[src/rtl/multi_port_regfile.sv]
// Multi-port register file with optional write-to-read bypass
// and a per-register busy scoreboard for the pipelined core.
module multi_port_regfile #(
  parameter int DATA_W   = 32,
  parameter int ADDR_W   = 5,
  parameter int NUM_RD   = 2,
  parameter int NUM_WR   = 2,
  parameter int ZERO_REG = 1,
  parameter int BYPASS   = 1
) (
  input  logic                     clk,
  input  logic                     rst,
  input  logic [NUM_RD*ADDR_W-1:0] rd_addr,
  output logic [NUM_RD*DATA_W-1:0] rd_data,
  output logic [NUM_RD-1:0]        rd_busy,
  input  logic [NUM_WR-1:0]        wr_en,
  input  logic [NUM_WR*ADDR_W-1:0] wr_addr,
  input  logic [NUM_WR*DATA_W-1:0] wr_data,
  input  logic                     rsv_en,
  input  logic [ADDR_W-1:0]        rsv_addr,
  input  logic                     flush
);

  localparam int DEPTH = 1 << ADDR_W;

  logic [DATA_W-1:0] regs [DEPTH];
  logic [DEPTH-1:0]  busy;
  logic [DEPTH-1:0]  busy_nxt;

  logic [ADDR_W-1:0] wa [NUM_WR];
  logic [DATA_W-1:0] wd [NUM_WR];
  logic [NUM_WR-1:0] wr_ok;
  logic              rsv_ok;

  // Gating with rst keeps reset-cycle writes out of both state and bypass.
  for (genvar w = 0; w < NUM_WR; w++) begin : g_wr
    assign wa[w]    = wr_addr[w*ADDR_W +: ADDR_W];
    assign wd[w]    = wr_data[w*DATA_W +: DATA_W];
    assign wr_ok[w] = rst && wr_en[w] &&
                      !((ZERO_REG != 0) && (wa[w] == '0));
  end

  assign rsv_ok = rsv_en &&
                  !((ZERO_REG != 0) && (rsv_addr == '0));

  always_ff @(posedge clk or negedge rst) begin
    if (!rst) begin
      for (int i = 0; i < DEPTH; i++) regs[i] <= '0;
    end else begin
      for (int w = 0; w < NUM_WR; w++)
        if (wr_ok[w]) regs[wa[w]] <= wd[w];
    end
  end

  // Later assignments win: write clear < reserve set < flush.
  always_comb begin
    busy_nxt = busy;
    for (int w = 0; w < NUM_WR; w++)
      if (wr_ok[w]) busy_nxt[wa[w]] = 1'b0;
    if (rsv_ok) busy_nxt[rsv_addr] = 1'b1;
    if (flush) busy_nxt = '0;
  end

  always_ff @(posedge clk or negedge rst) begin
    if (!rst) busy <= '0;
    else      busy <= busy_nxt;
  end

  for (genvar p = 0; p < NUM_RD; p++) begin : g_rd
    logic [ADDR_W-1:0] a;
    logic [DATA_W-1:0] d;
    logic              b;

    always_comb begin
      a = rd_addr[p*ADDR_W +: ADDR_W];
      d = regs[a];
      b = busy[a];
      for (int w = 0; w < NUM_WR; w++) begin
        if ((BYPASS != 0) && wr_ok[w] && (wa[w] == a)) begin
          d = wd[w];
          b = 1'b0;
        end
      end
      if ((ZERO_REG != 0) && (a == '0)) begin
        d = '0;
        b = 1'b0;
      end
    end

    assign rd_data[p*DATA_W +: DATA_W] = d;
    assign rd_busy[p]                  = b;
  end

endmodule

[config.mk]
export PLATFORM = sky130hd
export DESIGN_NAME = multi_port_regfile
export DESIGN_NICKNAME = d
export VERILOG_FILES = /design/src/rtl/multi_port_regfile.sv
export SDC_FILE = /design/constraint.sdc
export NUM_CORES = 2
export LEC_CHECK = 0
export ABC_CLOCK_PERIOD_IN_PS = 2500
export BUFFER_PORTS_ARGS = -buffer_cell sky130_fd_sc_hd__buf_2
export CORE_ASPECT_RATIO = 0.6
export CORE_MARGIN = 1.5
export CORE_UTILIZATION = 46
export DETAILED_ROUTE_END_ITERATION = 12
export SLEW_MARGIN = 5
export SYNTH_ARGS = -nofsm -noshare
export SYNTH_HDL_FRONTEND = slang
export SYNTH_SLANG_ARGS = --single-unit
[constraint.sdc]
create_clock -name clk -period 2.5 [get_ports clk]
set_clock_uncertainty 0.1 [all_clocks]
set_input_delay 0.125 -clock clk [delete_from_list [all_inputs] [get_ports clk]]
set_output_delay 0.125 -clock clk [all_outputs]
set_load 0.01 [all_outputs]
==> flow_summary.ini <==
[sta]
grt_setup_unrepaired = true
finalSetupViolCount = 64
max_slew_margin_pct = 21.5
setup_slack_ps = -349
period_share_pct = 114
fmax_mhz = 351
final_hold_viol_count = 0
drv_slew = 0
fin_crit_ps = 2850
tightest_slew_ps = 1170
fin_setup_tns_ps = -12410

[hold_path]
hold_class = input port to flop

[global_routing]
grt_pass1_wl_um = 429000
grt_usage_pct = 40.5
grt_pass1_vias = 57484
grt_max_degree = 159
antenna_found_initial = 20
overflow = 0

[routing]
ant_nets = 0
vias = 60098
vias_per_cell = 6.80
routedWlPerCell_um = 34.3
drt_iter0_markers = 9404
firstDrtPassIters = 6
drc = 0
wl_um = 303000

[synthesis]
syn_inst = 6810
synth-seq-cells = 1056
yosys.area.top_type = dfrtp_1
synth.distinct_cells = 52
synth-edff-count = 0
synth-main-ff-cell = dfrtp_1
synth_area_leaders = dfrtp_1 40%, mux2i_1 19%, mux4_2 11%
synth_common_cells = 1239 x mux2i_1, 1056 x dfrtp_1, 815 x nand2_1
yosysSeqAreaShare_pct = 39.5
synth_most_common_cell = mux2i_1
synth_top_area_share_pct = 39.5
ys_async_sr_fraction_pct = 100
syn_area_per_cell_um2 = 9.81
syn-num-nets = 6905
synth_warnings = 0
syn_area_um2 = 66800

[final_layout]
final.fill_count = 12457
drive_gt1_share_pct = 20.9
seq_area_um2 = 26400
nets = 6920
stdcell_count = 8840
design_area_um2 = 78800
multi_input_area_um2 = 38300
area_growth_syn_to_layout_pct = 17.9

[setup_path]
crit_top_cell = mux4_2
slowest_stage = mux4_2
critical_path.cell_chain = mux4_2, mux4_2, nor2b_4, nor3_2, buf_2
critPathArrivalTime_ps = 2620
critPathMaxStageDelay_ps = 560
worstPathMaxFanout = 3
worstSetupEndpointType = output port
crit_path_start_kind = flop
critPathKind = flop to output port
required_ps = 2280

[place]
routabilityCongestion = 0.952
io_buffers = 160
placed_area_um2 = 72700
hpwlAfterDp_um = 192000
placed_cells = 8499

[status]
violations = setup timing
outcome = finished, violations left

[cts]
cts.sinks = 1056
cts_buffers = 106
cts.clk_slew.worst_paths_ps = 70
tritoncts = done
clock_latency_ps = 740
clock_path_buffers = 3
root_buffer = clkbuf_16
h-tree-depth = 3

[power]
p_leak_nw = 34.2
power.density_nw_per_um2 = 698
ir_drop_mv = 0.598
p_total_w = 0.0550

[floorplan]
io_pins = 161
row_count = 108
coreArea_um2 = 144000
fp.dieH_um = 298
initial_core_util_pct = 46.3
die_w_um = 495
dieArea_um2 = 148000

[job]
cap_violations = 0
## worst max-delay path, delay by kind of cell, from the launching register on
family	cells	cell delay (ps)
mux	2	1050
flops	1	420
simple gates	2	250
buf+inv	1	140
## final cells by class
cell class | count | share of cell area (%)
Clock buffer | 155 | 3.98
Clock inverter | 36 | 0.522
Timing Repair Buffer | 762 | 10.2
Inverter | 35 | 0.167
Sequential cell | 1056 | 33.5
Antenna cell | 7 | 0.0222
Tap cell | 1925 | 3.06
Multi-Input combinational cell | 4864 | 48.6
## final timing paths
| kind | start | endpoint | slack, ps | cells after the start |
|---|---|---|---|---|
| setup reg to reg | busy[23]$_DFF_PN0_ | busy[23]$_DFF_PN0_ | 940 | 4 |
| hold reg to reg | regs[998]$_DFF_PN0_ | regs[998]$_DFF_PN0_ | 300 | 0 |
| setup / recovery | busy[23]$_DFF_PN0_ | rd_busy[0] | -350 | 5 |
| min in group asynchronous | rst | regs[997]$_DFF_PN0_ | 160 | 3 |
| max in group asynchronous | rst | regs[429]$_DFF_PN0_ | 520 | 4 |
| hold / removal | wr_addr[6] | regs[253]$_DFF_PN0_ | 70 | 4 |
## logic make-up (layout without fill, tap and decap cells)
logic type | after synthesis | in the layout | share of synthesized area [%]
AOI/OAI and AO/OA | 1717 | 1717 | 15.0
xor gates and xnor gates | 20 | 20 | 0.262
buffers and inverters | 890 | 988 | 5.63
DFF | 1056 | 1056 | 39.5
muxes | 1629 | 1629 | 30.6
other | 0 | 7 | 0
and+or+nand+nor | 1498 | 1498 | 8.96
## state kept, by name, indices dropped and copies added, names as in the netlist
signal and flops:
regs 1024, busy 32
## cells in the final DEF, fill, tap and decap left out, types with 13 or more instances in the layout
cell type      instances
mux2i_1             1238
dfrtp_1             1055
nand2_1              741
o21ai_0              691
a21oi_1              590
nor2_1               514
mux4_2               327
buf_4                302
buf_12               183
o221ai_1             150
buf_2                147
dlygate4sd3_1        114
clkbuf_16            109
a31oi_1               58
a221oi_1              56
mux2_4                56
o221ai_2              41
nand2_2               40
nor3_1                38
nand2_4               34
a22o_4                33
inv_1                 32
a22o_1                29
nor2_4                24
clkbuf_8              24
clkbuf_1              22
clkinv_2              18
a22oi_1               14
xnor2_1               14
a32oi_1               13
## layer usage
layer | wire, um | GRT usage (%) | up-vias
met5 | 93 | 0.390 | -
li1 | - | - | 24757
met4 | 17700 | 21.0 | 4
met3 | 45500 | 16.4 | 925
met2 | 121000 | 54.2 | 4591
met1 | 119000 | 55.6 | 29821
## through the flow
stage / hold WS, ps / util (%) / setup slack (ps)
2_1_floorplan: -271 / - / 399
3_3_place_gp: 7.47 / 50.3 / -324
3_5_place_dp: 10.5 / 50.3 / -342
4_1_cts: 30.4 / 54.3 / -341
5_1_grt: 86.7 / 54.6 / -353
6_report: 71.1 / 54.6 / -349
## timing repair
item                        CTS  global route
pin swaps                   121            75
setup buffers                19            14
cloned                        0             0
hold buffers                114             0
hold endpoints to repair   1164             0
setup endpoints to repair    66            66
resized for setup           199            68
## power breakdown
group	switching, W	leakage [nW]	internal, W
Sequential	0.00326	13.5	0.0208
Combinational	0.00683	18.9	0.00701
Clock	0.00766	1.75	0.00942
Power figures use the tool's default switching activity.
